===== config.mk =====
export PLATFORM = sky130hd
export DESIGN_NAME = multi_timer_ctrl
export DESIGN_NICKNAME = d
export VERILOG_FILES = /design/src/rtl/multi_timer_ctrl_pkg.sv /design/src/rtl/bcd_time_counter.sv /design/src/rtl/multi_timer_ctrl.sv
export SDC_FILE = /design/constraint.sdc
export NUM_CORES = 1
export LEC_CHECK = 0
export BUFFER_PORTS_ARGS = -buffer_cell sky130_fd_sc_hd__buf_4
export CORE_AREA = 2 2 132 134
export DETAILED_ROUTE_END_ITERATION = 10
export DIE_AREA = 0 0 134 136
export GPL_ROUTABILITY_DRIVEN = 1
export HOLD_SLACK_MARGIN = 0.1
export PLACE_DENSITY_LB_ADDON = 0.1
export SLEW_MARGIN = 20
export SYNTH_ARGS = -nofsm -noshare
export SYNTH_HDL_FRONTEND = slang
export SYNTH_SLANG_ARGS = --single-unit
export TNS_END_PERCENT = 100

===== constraint.sdc =====
create_clock -name clk -period 4.1 [get_ports clk]
set_clock_uncertainty 0.05 [all_clocks]
set_input_delay 0.205 -clock clk [delete_from_list [all_inputs] [get_ports clk]]
set_output_delay 0.205 -clock clk [all_outputs]
set_load 0.05 [all_outputs]

===== src/rtl/multi_timer_ctrl_pkg.sv =====
`default_nettype none
// ============================================================================
//  Module   : multi_timer_ctrl_pkg
//  Purpose  : Shared state encoding, boolean constants and BCD digit limits
//             for the stopwatch/timer controller and its BCD time counter.
//  Revision : 1.0 - initial release
// ============================================================================
package multi_timer_ctrl_pkg;

    typedef enum logic [2:0] {
        DN_IDLE   = 3'd0,
        DN_RUN    = 3'd1,
        DN_PAUSE  = 3'd2,
        DN_SET    = 3'd3,
        UP_STOP   = 3'd4,
        UP_RUN    = 3'd5,
        UP_LAP    = 3'd6,
        UP_REVIEW = 3'd7
    } state_t;

    localparam logic c_TRUE  = 1'b1;
    localparam logic c_FALSE = 1'b0;

    // Digit 1 (tens of the lowest time field) counts 0..5, every other digit 0..9.
    function automatic logic [3:0] digit_max(input int idx);
        return (idx == 1) ? 4'd5 : 4'd9;
    endfunction

endpackage
`default_nettype wire


===== src/rtl/bcd_time_counter.sv =====
`default_nettype none
// ============================================================================
//  Module   : bcd_time_counter
//  Purpose  : Multi-digit BCD time counter with clear, load, saturating
//             increment and floor-at-zero decrement.
//  Ports    : clk, rst_n          clock / async active-low reset
//             clr, load           clear to zero / load din (clr wins)
//             up_en, down_en      single-step increment / decrement
//             din, q              load value / current count
//             all_zero, all_max   count is zero / every digit at its maximum
//  Revision : 1.0 - initial release
// ============================================================================
module bcd_time_counter
    import multi_timer_ctrl_pkg::*;
#(
    parameter int DIGITS = 4
) (
    input  logic                  clk,
    input  logic                  rst_n,
    input  logic                  load,
    input  logic                  clr,
    input  logic                  up_en,
    input  logic                  down_en,
    input  logic [4*DIGITS-1:0]   din,
    output logic [4*DIGITS-1:0]   q,
    output logic                  all_zero,
    output logic                  all_max
);

    logic [4*DIGITS-1:0] r_q;
    logic [4*DIGITS-1:0] w_inc;
    logic [4*DIGITS-1:0] w_dec;
    logic                w_carry;
    logic                w_borrow;
    logic                w_max;

    // Ripple carry/borrow from the least significant digit upwards.
    always_comb begin
        w_inc    = r_q;
        w_dec    = r_q;
        w_carry  = c_TRUE;
        w_borrow = c_TRUE;
        w_max    = c_TRUE;
        for (int i = 0; i < DIGITS; i++) begin
            if (r_q[4*i +: 4] != digit_max(i)) begin
                w_max = c_FALSE;
            end
            if (w_carry) begin
                // ">=" also folds an out-of-range loaded digit back to zero
                if (r_q[4*i +: 4] >= digit_max(i)) begin
                    w_inc[4*i +: 4] = 4'd0;
                end else begin
                    w_inc[4*i +: 4] = r_q[4*i +: 4] + 4'd1;
                    w_carry         = c_FALSE;
                end
            end
            if (w_borrow) begin
                if (r_q[4*i +: 4] == 4'd0) begin
                    w_dec[4*i +: 4] = digit_max(i);
                end else begin
                    w_dec[4*i +: 4] = r_q[4*i +: 4] - 4'd1;
                    w_borrow        = c_FALSE;
                end
            end
        end
    end

    always_ff @(posedge clk or negedge rst_n) begin
        if (!rst_n) begin
            r_q <= '0;
        end else if (clr) begin
            r_q <= '0;
        end else if (load) begin
            r_q <= din;
        end else if (up_en && !w_max) begin
            r_q <= w_inc;
        end else if (down_en && (r_q != '0)) begin
            r_q <= w_dec;
        end
    end

    assign q        = r_q;
    assign all_zero = (r_q == '0);
    assign all_max  = w_max;

endmodule
`default_nettype wire


===== src/rtl/multi_timer_ctrl.sv =====
`default_nettype none
// ============================================================================
//  Module   : multi_timer_ctrl
//  Purpose  : Stopwatch / count-down timer controller with BCD time counter,
//             circular lap memory and registered display mux.
//  Ports    : clk, rst_n                 clock / async active-low reset
//             tick_en                    time-base enable (1 cycle)
//             pb_mode, pb_l, pb_l_long,  one-cycle button pulses
//             pb_r
//             switch                     setting-mode level (down mode)
//             set_value                  BCD count-down preset
//             disp_bcd                   displayed value (registered)
//             state                      current FSM state
//             lap_idx                    recalled slot / next write slot
//             lap_cnt                    laps stored (saturating)
//             done                       count-down reached zero (pulse)
//  Revision : 1.0 - initial release
// ============================================================================
module multi_timer_ctrl
    import multi_timer_ctrl_pkg::*;
#(
    parameter int DIGITS    = 4,
    parameter int LAP_DEPTH = 4,
    parameter int LAP_W     = 2
) (
    input  logic                  clk,
    input  logic                  rst_n,
    input  logic                  tick_en,
    input  logic                  pb_mode,
    input  logic                  pb_l,
    input  logic                  pb_l_long,
    input  logic                  pb_r,
    input  logic                  switch,
    input  logic [4*DIGITS-1:0]   set_value,
    output logic [4*DIGITS-1:0]   disp_bcd,
    output logic [2:0]            state,
    output logic [LAP_W-1:0]      lap_idx,
    output logic [LAP_W:0]        lap_cnt,
    output logic                  done
);

    localparam int W = 4 * DIGITS;

    state_t             r_state;
    logic [W-1:0]       r_lap [LAP_DEPTH];
    logic [LAP_W-1:0]   r_wr_ptr;
    logic [LAP_W-1:0]   r_rev_idx;
    logic [LAP_W:0]     r_lap_cnt;
    logic               r_done;
    logic [W-1:0]       r_disp;

    logic [W-1:0]       w_count;
    logic               w_all_zero;
    logic               w_all_max;
    logic               w_clr;
    logic               w_load;
    logic               w_up_en;
    logic               w_down_en;
    logic [LAP_W-1:0]   w_newest;
    logic [LAP_W-1:0]   w_oldest;
    logic [W-1:0]       w_disp_nxt;

    // Only the highest-priority button of a cycle is acted on.
    logic w_mode, w_long, w_l, w_r, w_sw;
    assign w_mode = pb_mode;
    assign w_long = pb_l_long & ~pb_mode;
    assign w_l    = pb_l & ~pb_l_long & ~pb_mode;
    assign w_r    = pb_r & ~pb_l & ~pb_l_long & ~pb_mode;
    assign w_sw   = switch & ~pb_r & ~pb_l & ~pb_l_long & ~pb_mode;

    // Slot arithmetic wraps naturally in LAP_W bits; with a full buffer the
    // oldest slot is the next write slot, otherwise it is slot 0.
    assign w_newest = r_wr_ptr - LAP_W'(1);
    assign w_oldest = r_wr_ptr - r_lap_cnt[LAP_W-1:0];

    // Ticks follow the current state, so a stop/pause in the same cycle
    // still lets that tick through.
    assign w_up_en   = tick_en & ((r_state == UP_RUN) || (r_state == UP_LAP));
    assign w_down_en = tick_en & (r_state == DN_RUN);

    always_comb begin
        w_clr  = c_FALSE;
        w_load = c_FALSE;
        case (r_state)
            DN_IDLE: begin
                if (w_mode)   w_clr  = c_TRUE;
                else if (w_l) w_load = c_TRUE;
            end
            DN_SET:  w_load = c_TRUE;
            UP_STOP: begin
                if (w_mode || w_long) w_clr = c_TRUE;
            end
            default: ;
        endcase
    end

    always_comb begin
        case (r_state)
            UP_LAP:    w_disp_nxt = r_lap[w_newest];
            UP_REVIEW: w_disp_nxt = r_lap[r_rev_idx];
            default:   w_disp_nxt = w_count;
        endcase
    end

    bcd_time_counter #(
        .DIGITS   (DIGITS)
    ) u_counter (
        .clk      (clk),
        .rst_n    (rst_n),
        .load     (w_load),
        .clr      (w_clr),
        .up_en    (w_up_en),
        .down_en  (w_down_en),
        .din      (set_value),
        .q        (w_count),
        .all_zero (w_all_zero),
        .all_max  (w_all_max)
    );

    always_ff @(posedge clk or negedge rst_n) begin
        if (!rst_n) begin
            r_state   <= DN_IDLE;
            r_wr_ptr  <= '0;
            r_rev_idx <= '0;
            r_lap_cnt <= '0;
            r_done    <= c_FALSE;
            r_disp    <= '0;
            for (int k = 0; k < LAP_DEPTH; k++) r_lap[k] <= '0;
        end else begin
            r_done <= c_FALSE;
            r_disp <= w_disp_nxt;
            case (r_state)
                DN_IDLE: begin
                    if (w_mode)     r_state <= UP_STOP;
                    else if (w_l)   r_state <= DN_RUN;
                    else if (w_sw)  r_state <= DN_SET;
                end
                DN_SET: begin
                    if (!switch)    r_state <= DN_IDLE;
                end
                DN_RUN: begin
                    if (w_all_zero) begin
                        r_state <= DN_IDLE;
                        r_done  <= c_TRUE;
                    end else if (w_l) begin
                        r_state <= DN_IDLE;
                    end else if (w_r) begin
                        r_state <= DN_PAUSE;
                    end
                end
                DN_PAUSE: begin
                    if (w_l)        r_state <= DN_IDLE;
                    else if (w_r)   r_state <= DN_RUN;
                end
                UP_STOP: begin
                    if (w_mode) begin
                        r_state <= DN_IDLE;
                    end else if (w_long) begin
                        r_wr_ptr  <= '0;
                        r_lap_cnt <= '0;
                        for (int k = 0; k < LAP_DEPTH; k++) r_lap[k] <= '0;
                    end else if (w_l) begin
                        r_state <= UP_RUN;
                    end else if (w_r && (r_lap_cnt != '0)) begin
                        r_state   <= UP_REVIEW;
                        r_rev_idx <= w_newest;
                    end
                end
                UP_RUN: begin
                    if (w_l) begin
                        r_state <= UP_STOP;
                    end else if (w_r) begin
                        r_lap[r_wr_ptr] <= w_count;
                        r_wr_ptr        <= r_wr_ptr + LAP_W'(1);
                        if (r_lap_cnt != (LAP_W+1)'(LAP_DEPTH))
                            r_lap_cnt <= r_lap_cnt + (LAP_W+1)'(1);
                        r_state <= UP_LAP;
                    end
                end
                UP_LAP: begin
                    if (w_l)        r_state <= UP_STOP;
                    else if (w_r)   r_state <= UP_RUN;
                end
                UP_REVIEW: begin
                    if (w_l) begin
                        r_state <= UP_STOP;
                    end else if (w_r) begin
                        r_rev_idx <= (r_rev_idx == w_oldest) ? w_newest
                                                             : r_rev_idx - LAP_W'(1);
                    end
                end
                default: r_state <= DN_IDLE;
            endcase
        end
    end

    assign disp_bcd = r_disp;
    assign state    = r_state;
    assign lap_idx  = (r_state == UP_REVIEW) ? r_rev_idx : r_wr_ptr;
    assign lap_cnt  = r_lap_cnt;
    assign done     = r_done;

endmodule
`default_nettype wire


==> parameters.txt, run 1 <==
Parameter                              Value

GRT
  Wire length of the first global-routing pass    28.4 mm
  Aggregate global routing overflow    0
  Global Route Usage Sum    0.202
  Initial antenna violation count    0
  Largest net degree at the start of global routing    around 80
  Vias in the first global route    4988

Power and ir drop
  Static Leak    3.11 nW
  Maximum vdd drop    ~370 µV
  Power density over the cells    760 nW/µm²

Logic synthesis
  Count of flip-flops with a built-in enable after synthesis    0
  Mean Syn Cell Area    between 10 and 15 µm²
  Portion of the post-synthesis area used by sequential elements    0.415
  Yosys warns    0
  Top cells by instance count after synthesis    dfrtp_1 (107), a22o_1 (44), nor2_1 (36)
  Most frequently used cell type in the post-synthesis netlist    dfrtp_1
  Synth async-reset ratio    1.00
  Ys flop type    dfrtp_1
  Leading cell types by total area after synthesis    dfrtp_1 (42%), mux4_2 (11%), a22o_1 (6.0%), ha_1 (3.7%), a22o_2 (3.1%)
  Most area-hungry cell type in the Yosys netlist    dfrtp_1
  Number of synthesized register bits    roughly 110
  Post-synth cell types    69
  Mapped cell area    ~6400 µm²
  Fraction of post-synthesis cell area in the top cell type by area    0.415
  Cells after synthesis    roughly 580
  Net count of the mapped netlist    roughly 630

Finish
  Syn-to-layout area delta    11.6%
  Ratio of cells with drive above 1 in the final layout    0.248
  Final Net Count    639
  Count of antenna diodes in the layout    0
  Final non-filler cell total    between 800 and 900

Clock tree
  Total CTS buffers    9
  Buffers from clock root to sink, at most    2
  Clock latency at the later pin of the worst-skew pair    roughly 0.36 ns
  Number of clock sinks    around 110
  Clock-pin slew on the worst setup and hold paths    approximately 0.080 ns
  CTS Root Buffer Type    clkbuf_16
  Clock tree from TritonCTS    yes
  Total setup buffers inserted after CTS    0
  Maximum level of the CTS H-tree    3

STA
  Unrepaired setup endpoints after global routing    no
  Endpoints failing setup    0
  Final-report max-slew violation count    0
  Final critical-path share of the clock period    0.703
  Post-layout minimum cycle time    approximately 2.9 ns
  Transition time of the tightest slew-check pin    between 1 and 1.5 ns
  Maximum clock frequency    ~350 MHz
  Total Negative Setup Slacks    0 ns
  Tightest slew margin relative to the limit    0.329
  Number of hold violations in the final report    0

Drt
  Detail-routed net length per standard cell    between 20 and 25 µm
  Drt first pass iters    4
  Drt first-iter violations    ~260
  Final wirelength    between 15 and 20 mm
  Number of remaining DRC errors    0
  Total via count after detailed routing    around 4900
  Count of antenna-violating nets left after detailed routing    0
  Detail-routed via count per cell    5.92

Worst setup path
  Worst Setup Start Kind    flip-flop
  Kind of critical path    reg2reg
  Biggest fanout along the worst timing path    21
  Arrival time worst endpoint    just over 3 ns
  RR Startpoint    state[1]
  Required time of the critical path    ~4.3 ns
  Crit. End Element    flip-flop
  Critical path startpoint    state[1]

Floorplanning
  Total I/O pin count    49
  DIE AREA    between 15000 and 20000 µm²
  Vertical die dimension    about 140 µm
  Chip Width    134 µm
  Core area    16900 µm²
  Starting density of the core    0.382
  Placement Rows    48

Place
  Cells after DPL    slightly above 800
  Placer's final routability congestion estimate    between 0.8 and 0.9
  DP HPWL    11.1 mm
  # port buffers    between 40 and 50

Job
  Number of violations of the max-capacitance limit    0

Outcome
  Result of the run    complete, no violations

Worst hold path
  Startpoint of the most critical hold path    pb_mode
  Class of the worst hold path    in2reg
==> worst max-delay path, stage by stage (launching register included) <==
cell,delay (ns)
dfrtp_1,0.75
xor2_1,0.15
nand3_1,0.31
or2_1,0.64
o22ai_1,0.25
nor2_1,0.25
mux2_2,0.37
==> worst paths after layout <==
kind	endpoint	slack, ns	cells after the start
max	u_counter.q[5]	1.22	6
min	state[2]	0.13	3
max reg2reg	u_counter.q[5]	1.22	6
min reg2reg	r_lap[22]	0.49	1
max in group asynchronous	u_counter.q[14]	2.64	3
min in group asynchronous	disp_bcd[4]	0.40	2
==> what timing repair did <==
item,in CTS,in global routing
hold buffers,1,0
gates resized for setup,0,0
hold endpoints to repair,80,0
==> cell families (layout without fill, tap and decap cells) <==
family | count (synthesis) | count (layout) | share of synthesized area
AO/OA/AOI/OAI | 186 | 186 | 0.217
XOR/XNOR | 8 | 8 | 0.0109
adder cells (fa/ha/maj) | 19 | 19 | 0.0369
buffers and inverters | 72 | 91 | 0.0538
flip-flops | 107 | 107 | 0.415
multiplexers | 56 | 56 | 0.150
AND/OR/NAND/NOR | 134 | 134 | 0.116
==> sequential cells by signal (all words and copies together), names as in the netlist <==
signal,cells
r_lap,64
disp_bcd,16
u_counter.q,16
lap_cnt,3
state,3
r_rev_idx,2
r_wr_ptr,2
done,1
==> per-stage QoR <==
stage | worst slack [ns] | util | instance area, µm² | hold WS [ns] | total power, mW
finish | 1.22 | 0.426 | 7200 | 0.126 | 5.47
global route | 0.944 | 0.426 | 7200 | 0.159 | 5.85
floorplan | 1.48 | - | 6450 | -0.141 | 3.81
detailed placement | 1.23 | 0.408 | 6880 | 0.430 | 4.59
CTS | 1.21 | 0.426 | 7190 | 0.117 | 5.51
global placement | 1.20 | 0.408 | 6880 | 0.410 | 4.58
==> where the power goes <==
group          switching (mW)  internal [mW]  total, mW
Clock                   0.425          0.479      0.904
Combinational            1.68           1.11       2.78
Sequential              0.465           1.32       1.78
Total                    2.57           2.90       5.47
==> area by class of cell <==
| class | count | area, µm² |
|---|---|---|
| sequential | 107 | 2680 |
| fill | 1627 | 9680 |
| clock buffer | 9 | 225 |
| clock inverter | 7 | 75.1 |
| tap | 225 | 282 |
| timing repair buffer | 60 | 457 |
| multi-input combinational | 403 | 3420 |
| inverter | 15 | 56.3 |
==> routing by layer <==
layer,part of all wire,vias to the layer above,track usage,routed length [µm]
li1,-,2249,-,-
met2,0.48,135,0.340,8470
met3,0.037,22,0.0242,654
met1,0.46,2488,0.272,8050
met5,0,-,0,0
met4,0.016,0,0.0697,286
==> cell usage in the layout (no fill, tap or decap), types with 4 or more instances in the layout <==
cell       netlist  routed
clkbuf_16        0       9
a311oi_1         4       4
nor2b_1          7       7
mux2_2           6       6
nand2_1         25      25
o211ai_1         4       4
a22o_1          44      44
dfrtp_1        107     107
nor3b_2          4       4
a21oi_1         35      35
nor3_1          10      10
nand3_1         15      15
mux4_2          32      32
o31ai_1          7       7
a211oi_1         4       4
xnor2_1          5       5
and2_1           5       5
ha_1            19      19
buf_4            4      58
a22oi_1          4       4
o21ai_0         18      18
o21ai_2          4       4
a22o_2          20      20
nor2_1          36      36
mux2i_1         18      18
nand2b_1         8       8
a21o_1           6       6
inv_1           15      15
a31oi_1          7       7
(Power assumes the default switching activity.)
==> run 2, diff against run 1 <==
--- a/config.mk
+++ b/config.mk
@@ -5,10 +5,11 @@
 export SDC_FILE = /design/constraint.sdc
 export NUM_CORES = 1
 export LEC_CHECK = 0
+export ABC_AREA = 1
 export BUFFER_PORTS_ARGS = -buffer_cell sky130_fd_sc_hd__buf_4
-export CORE_AREA = 2 2 132 134
+export CORE_AREA = 2 2 136 138
 export DETAILED_ROUTE_END_ITERATION = 10
-export DIE_AREA = 0 0 134 136
+export DIE_AREA = 0 0 138 140
 export GPL_ROUTABILITY_DRIVEN = 1
 export HOLD_SLACK_MARGIN = 0.1
 export PLACE_DENSITY_LB_ADDON = 0.1
==> constraint.sdc (replaced) <==
create_clock -name clk -period 2.75 [get_ports clk]
set_clock_uncertainty 0.05 [all_clocks]
set_input_delay 0.1375 -clock clk [delete_from_list [all_inputs] [get_ports clk]]
set_output_delay 0.1375 -clock clk [all_outputs]
set_load 0.05 [all_outputs]
==> parameters.txt, run 2 <==
Parameter                              Value

Outcome
  Result of the run    complete, no violations (unchanged)

Clock tree
  Clock-pin slew on the worst setup and hold paths    0.08 ns (about the same)
  Cells resized by post-CTS repair    0 (unchanged)
  Total setup buffers inserted after CTS    0 (unchanged)
  Buffers from clock root to sink, at most    2 (unchanged)
  Hold-fix buffer count after cts    4 (was 1)
  CTS Root Buffer Type    clkbuf_16 (unchanged)
  Number of clock sinks    107 (unchanged)
  Total CTS buffers    9 (unchanged)
  Clock tree from TritonCTS    yes (unchanged)
  Maximum level of the CTS H-tree    3 (unchanged)
  Clock latency at the later pin of the worst-skew pair    0.36 ns (about the same)

STA
  Number of hold violations in the final report    0 (unchanged)
  Final-report max-slew violation count    0 (unchanged)
  Unrepaired setup endpoints after global routing    no (unchanged)
  Hold WS    0.113 ns (was 0.126 ns)
  Final critical-path share of the clock period    0.847 (was 0.703)
  Maximum clock frequency    429 MHz (was 347 MHz)
  Transition time of the tightest slew-check pin    0.812 ns (was 1.01 ns)
  Tightest slew margin relative to the limit    0.457 (was 0.329)
  Endpoints failing setup    0 (unchanged)
  Worst setup slack after layout    0.420 ns (was 1.22 ns)
  Total Negative Setup Slacks    0 ns (unchanged)
  Post-layout minimum cycle time    2.33 ns (was 2.88 ns)

Place
  Worst slack at placement    0.414 ns (was 1.23 ns)
  Cells after DPL    1223 (was 809)
  Area of placed instances    7460 µm² (was 6880 µm²)
  # port buffers    48 (unchanged)
  DP HPWL    14.0 mm (was 11.1 mm)
  Placer's final routability congestion estimate    0.840 (was 0.853)

GRT
  Largest net degree at the start of global routing    48 (was 82)
  Wire length of the first global-routing pass    33.6 mm (was 28.4 mm)
  Initial antenna violation count    0 (unchanged)
  Vias in the first global route    6037 (was 4988)
  Aggregate global routing overflow    0 (unchanged)
  Global Route Usage Sum    0.220 (was 0.202)

Finish
  Most common cell after layout, fill and taps aside    nand2_1 (was dfrtp_1)
  Max reg flops    64 (unchanged)
  Ratio of cells with drive above 1 in the final layout    0.118 (was 0.248)
  Final-layout fill cell count    1896 (was 1627)
  Final non-filler cell total    1243 (was 826)
  Fin area    7800 µm² (was 7200 µm²)
  Count of antenna diodes in the layout    0 (unchanged)
  Most frequent cells in the layout    nand2_1 (216), o21ai_0 (145), inv_1 (124), a21oi_1 (115), dfrtp_1 (107) (was dfrtp_1 (107), buf_4 (58), a22o_1 (44), nor2_1 (36), a21oi_1 (35))
  Syn-to-layout area delta    14.2% (was 11.6%)
  Largest reg by FF count    r_lap (unchanged)
  Final Net Count    1052 (was 639)

Logic synthesis
  Synth async-reset ratio    1.00 (unchanged)
  Portion of the post-synthesis area used by sequential elements    0.392 (was 0.415)
  Fraction of post-synthesis cell area in the top cell type by area    0.392 (was 0.415)
  Mean Syn Cell Area    7.05 µm² (was 11.1 µm²)
  Mapped cell area    6830 µm² (was 6450 µm²)
  Yosys warns    0 (unchanged)
  Number of synthesized register bits    107 (unchanged)
  Count of flip-flops with a built-in enable after synthesis    0 (unchanged)
  Post-synth cell types    38 (was 69)
  Top cells by instance count after synthesis    nand2_1 (216), o21ai_0 (145), inv_1 (124) (was dfrtp_1 (107), a22o_1 (44), nor2_1 (36))
  Net count of the mapped netlist    1012 (was 625)
  Leading cell types by total area after synthesis    dfrtp_1 (39%), nand2_1 (12%), o21ai_0 (11%), a21oi_1 (8.4%), inv_1 (6.8%) (was dfrtp_1 (42%), mux4_2 (11%), a22o_1 (6.0%), ha_1 (3.7%), a22o_2 (3.1%))
  Most area-hungry cell type in the Yosys netlist    dfrtp_1 (unchanged)
  Most frequently used cell type in the post-synthesis netlist    nand2_1 (was dfrtp_1)
  Ys flop type    dfrtp_1 (unchanged)
  Cells after synthesis    969 (was 582)

Drt
  Final wirelength    21.0 mm (was 17.5 mm)
  Drt first pass iters    5 (was 4)
  Count of antenna-violating nets left after detailed routing    0 (unchanged)
  Detail-routed via count per cell    5.18 (was 5.92)
  Detail-routed net length per standard cell    16.9 µm (was 21.1 µm)
  Total via count after detailed routing    6436 (was 4894)
  Drt first-iter violations    631 (was 261)
  Number of remaining DRC errors    0 (unchanged)

Floorplanning
  Core area    17800 µm² (was 16900 µm²)
  DIE AREA    19300 µm² (was 18200 µm²)
  Vertical die dimension    140 µm (was 136 µm)
  Starting density of the core    0.384 (was 0.382)
  Total I/O pin count    49 (unchanged)
  Placement Rows    49 (was 48)
  Chip Width    138 µm (was 134 µm)

Power and ir drop
  Static Leak    3.62 nW (was 3.11 nW)
  Power density over the cells    1050 nW/µm² (was 760 nW/µm²)
  Maximum vdd drop    368 µV (was 370 µV)

Job
  Number of violations of the max-capacitance limit    0 (unchanged)

Worst setup path
  Cell chain of the critical path    inv_2 -> nand2_4 -> nor2_1 -> nand2_1 -> nand2_2 -> inv_1 -> o21ai_0 -> a21oi_1 -> nand2_1 -> nand2_1 (was xor2_1 -> nand3_1 -> or2_1 -> o22ai_1 -> nor2_1 -> mux2_2)
  Kind of critical path    reg2reg (unchanged)
  Arrival time worst endpoint    2.54 ns (was 3.08 ns)
  Worst Path Buf+Inv    2 (was 0)
  Required time of the critical path    2.96 ns (was 4.29 ns)
  Biggest fanout along the worst timing path    25 (was 21)
  Crit. End Element    flip-flop (unchanged)
  Crit-path leading delay family    simple AND/OR/NAND/NOR gates (unchanged)
  Most frequent cell on the critical path    nand2_1
  Slowest CP cell    dfrtp_1 (unchanged)
  Delay of the slowest cell on the worst path    0.50 ns (was 0.75 ns)
  Worst Setup Start Kind    flip-flop (unchanged)

Worst hold path
  Class of the worst hold path    in2reg (unchanged)
-- run 2: cell types whose count changed after synthesis, sizes merged, moves of 9 or more --
| cell | delta |
|---|---|
| inv | +115 |
| o21ai | +126 |
| a22o | -64 |
| nor2 | +39 |
| or3 | +14 |
| clkbuf | -9 |
| nand2 | +194 |
| nand3 | +41 |
| mux4 | -32 |
| mux2i | -18 |
| a21oi | +84 |
-- run 2: area by class of cell --
| class | count | area, µm² | share of cell area |
|---|---|---|---|
| clock inverters | 6 | 72.6 | 0.00930 |
| repair buffers | 79 | 628 | 0.0805 |
| flip-flops and latches | 107 | 2680 | 0.343 |
| inverters | 132 | 495 | 0.0635 |
| multi-input cells | 680 | 3410 | 0.437 |
| clock buffers | 10 | 229 | 0.0294 |
| well taps | 229 | 287 | 0.0367 |
-- run 2: path summary, 6_finish.rpt --
path,slack [ns],to,start,depth (start not counted)
max in group asynchronous,1.62,r_lap[25],rst_n,3
min in group asynchronous,0.27,state[0],rst_n,2
max reg2reg,0.42,u_counter.q[14],state[0],10
max,0.42,u_counter.q[14],state[0],10
min reg2reg,0.49,r_lap[26],r_lap[26],2
min,0.11,u_counter.q[13],set_value[13],5
-- run 2: kinds of logic after synthesis --
group                      count (synthesis)  share of synthesized area
buffers and inverters                    182                      0.109
AOI/OAI and AO/OA                        276                      0.209
xor gates and xnor gates                  12                     0.0154
and+or+nand+nor                          373                      0.240
DFF                                      107                      0.392
adders and majority gates                 19                     0.0348
-- run 2: power by group --
part | total, mW | internal [mW] | switching, mW
Combinational | 4.61 | 1.42 | 3.19
Sequential | 2.18 | 1.86 | 0.323
Clock | 1.37 | 0.718 | 0.647
Total | 8.15 | 3.99 | 4.16
-- run 2: routing by layer --
metal | track usage | up-vias | routed length [µm]
met5 | 0 | - | 0
met2 | 0.343 | 248 | 9460
met4 | 0.0628 | 0 | 382
met1 | 0.323 | 2941 | 9790
li1 | - | 3213 | -
met3 | 0.0294 | 34 | 1390
-- run 2: worst reg2reg max path, delay by kind of cell, from the launching register on --
family	cells	cell delay, ns
flip-flops	1	0.50
AND/OR/NAND/NOR	6	0.77
AO/OA/AOI/OAI	2	0.36
buffers and inverters	2	0.55
-- run 2: through the flow --
step | power [mW] | utilization
after CTS | 8.17 | 0.439
after detailed placement | 6.79 | 0.419
after global placement | 6.83 | 0.419
after global routing | 8.77 | 0.439
after floorplan | 5.34 | -
final | 8.15 | 0.439
==> run 3, diff against run 2 <==
==> constraint.sdc (replaced) <==
create_clock -name clk -period 2.1 [get_ports clk]
set_clock_uncertainty 0.05 [all_clocks]
set_input_delay 0.105 -clock clk [delete_from_list [all_inputs] [get_ports clk]]
set_output_delay 0.105 -clock clk [all_outputs]
set_load 0.05 [all_outputs]
==> parameters.txt, run 3 (synthesis gave the netlist of run 2 again) <==
Parameter                              Value

Floorplanning
  Placement Rows    49 (unchanged)
  Starting density of the core    0.384 (unchanged)
  Total I/O pin count    49 (unchanged)
  Chip Width    138 µm (unchanged)
  Core area    17800 µm² (unchanged)
  Vertical die dimension    140 µm (unchanged)
  DIE AREA    19300 µm² (unchanged)

Clock tree
  Maximum level of the CTS H-tree    3 (unchanged)
  Total CTS buffers    9 (unchanged)
  Buffers from clock root to sink, at most    2 (unchanged)
  Clock tree from TritonCTS    yes (unchanged)
  Total setup buffers inserted after CTS    0 (unchanged)
  Clock latency at the later pin of the worst-skew pair    0.35 ns (was 0.36 ns)
  Number of clock sinks    107 (unchanged)
  CTS Root Buffer Type    clkbuf_16 (unchanged)
  Clock-pin slew on the worst setup and hold paths    0.08 ns (about the same)

Worst hold path
  Startpoint of the most critical hold path    set_value[14] (was set_value[13])
  Class of the worst hold path    in2reg (unchanged)

Power and ir drop
  Clock power frac    0.173 (was 0.167)
  Fraction of power consumed by sequential logic    0.242 (was 0.267)
  Maximum vdd drop    503 µV (was 368 µV)
  Proportion of power drawn by combinational gates    0.585 (was 0.565)
  Power spent charging and discharging nets    5.50 mW (was 4.16 mW)
  Total design power    11.3 mW (was 8.15 mW)
  Static Leak    3.85 nW (was 3.62 nW)
  Switching part of the total    0.486 (was 0.510)
  Power density over the cells    1380 nW/µm² (was 1050 nW/µm²)
  Cell Int Power    5.81 mW (was 3.99 mW)

Finish
  Most frequent cells in the layout    nand2_1 (216), o21ai_0 (144), inv_1 (122), a21oi_1 (115), dfrtp_1 (106) (was nand2_1 (216), o21ai_0 (145), inv_1 (124), a21oi_1 (115), dfrtp_1 (107))
  Final Net Count    1091 (was 1052)
  Syn-to-layout area delta    20.2% (was 14.2%)
  Most common cell after layout, fill and taps aside    nand2_1 (unchanged)
  Max reg flops    64 (unchanged)
  Count of antenna diodes in the layout    0 (unchanged)
  Final core occ    0.462 (was 0.439)
  Final non-filler cell total    1281 (was 1243)
  Fin area    8210 µm² (was 7800 µm²)
  Ratio of cells with drive above 1 in the final layout    0.155 (was 0.118)
  Largest reg by FF count    r_lap (unchanged)

Worst setup path
  Crit. End Element    flip-flop (unchanged)
  Required time of the critical path    2.34 ns (was 2.96 ns)
  RR Startpoint    u_counter.q[13] (was state[0])
  Biggest fanout along the worst timing path    6 (was 25)
  Worst Setup Start Kind    flip-flop (unchanged)
  Arrival time worst endpoint    2.17 ns (was 2.54 ns)
  Critical path startpoint    u_counter.q[13] (was state[0])
  Kind of critical path    reg2reg (unchanged)
  Worst reg2reg setup slack    0.17 ns (was 0.42 ns)

STA
  Tightest slew margin relative to the limit    0.690 (was 0.457)
  Hold WS    0.111 ns (was 0.113 ns)
  Final critical-path share of the clock period    0.917 (was 0.847)
  Number of hold violations in the final report    0 (unchanged)
  Final-report max-slew violation count    0 (unchanged)
  Endpoints failing setup    0 (unchanged)
  Transition time of the tightest slew-check pin    0.466 ns (was 0.812 ns)
  Worst setup slack after layout    0.174 ns (was 0.420 ns)
  Total Negative Setup Slacks    0 ns (unchanged)
  Post-layout minimum cycle time    1.93 ns (was 2.33 ns)
  Maximum clock frequency    519 MHz (was 429 MHz)

Drt
  Drt first-iter violations    465 (was 631)
  Detail-routed via count per cell    4.99 (was 5.18)
  Final wirelength    21.1 mm (was 21.0 mm)
  Total via count after detailed routing    6388 (was 6436)
  Detail-routed net length per standard cell    16.5 µm (was 16.9 µm)
  Count of antenna-violating nets left after detailed routing    0 (unchanged)
  Number of remaining DRC errors    0 (unchanged)
  Drt first pass iters    5 (unchanged)

GRT
  Aggregate global routing overflow    0 (unchanged)
  Largest net degree at the start of global routing    57 (was 48)
  Global Route Usage Sum    0.221 (was 0.220)
  Vias in the first global route    6042 (was 6037)
  Wire length of the first global-routing pass    33.5 mm (was 33.6 mm)
  Initial antenna violation count    0 (unchanged)

Place
  Area of placed instances    7780 µm² (was 7460 µm²)
  Cells after DPL    1259 (was 1223)
  # port buffers    48 (unchanged)
  Worst slack at placement    0.127 ns (was 0.414 ns)
  DP HPWL    14.9 mm (was 14.0 mm)
  Placer's final routability congestion estimate    0.885 (was 0.840)

Job
  Number of violations of the max-capacitance limit    0 (unchanged)

Outcome
  Result of the run    complete, no violations (unchanged)
-- run 3: path summary, 6_finish.rpt --
| kind | to | cells after the start |
|---|---|---|
| worst max register to register | u_counter.q[6] | 12 |
| max in group asynchronous | r_lap[8] | 3 |
| worst max-delay path | u_counter.q[6] | 12 |
| min in group asynchronous | lap_cnt[2] | 2 |
| worst min-delay path | u_counter.q[14] | 5 |
| worst min register to register | r_lap[26] | 2 |
-- run 3: power by group through the flow --
stage | registers (mW) | logic (mW) | clock network (mW)
CTS | 2.73 | 6.58 | 2.00
global route | 2.79 | 7.29 | 2.09
finish | 2.74 | 6.62 | 1.96
global placement | 2.76 | 6.60 | 0
floorplan | 3.25 | 3.77 | 0
detailed placement | 2.77 | 6.54 | 0
-- run 3: layout make-up --
class / instances / area, µm²
Tap cell: 229 / 287
Sequential cell: 107 / 2680
Timing Repair Buffer: 118 / 982
Multi-Input combinational cell: 680 / 3430
Clock buffer: 10 / 229
Clock inverter: 5 / 103
Fill cell: 1867 / 9570
Inverter: 132 / 499
-- run 3: layer usage --
metal,up-vias,global-route usage,share of wire,wire (µm)
met2,174,0.355,0.45,9600
met5,-,0,0,0
li1,3287,-,-,-
met1,2897,0.314,0.48,10100
met3,30,0.0356,0.052,1110
met4,0,0.0521,0.017,359
-- run 3: repair_timing --
action                                 CTS  global route
endpoints found under the hold margin   41             0
hold buffers                             7             0
setup endpoints to repair                0            12
gates resized for setup                  0             8
-- run 3: worst max-delay path: stages (launching register included) --
cell     delay (ns)
dfrtp_1        0.38
inv_1          0.13
ha_1           0.19
nand2_1        0.06
nor2_1         0.13
nand3_2        0.14
nand2_4        0.14
inv_1          0.10
nand2_1        0.14
nand2_1        0.10
nor2_2         0.16
nand2_1        0.07
nand2_1        0.06
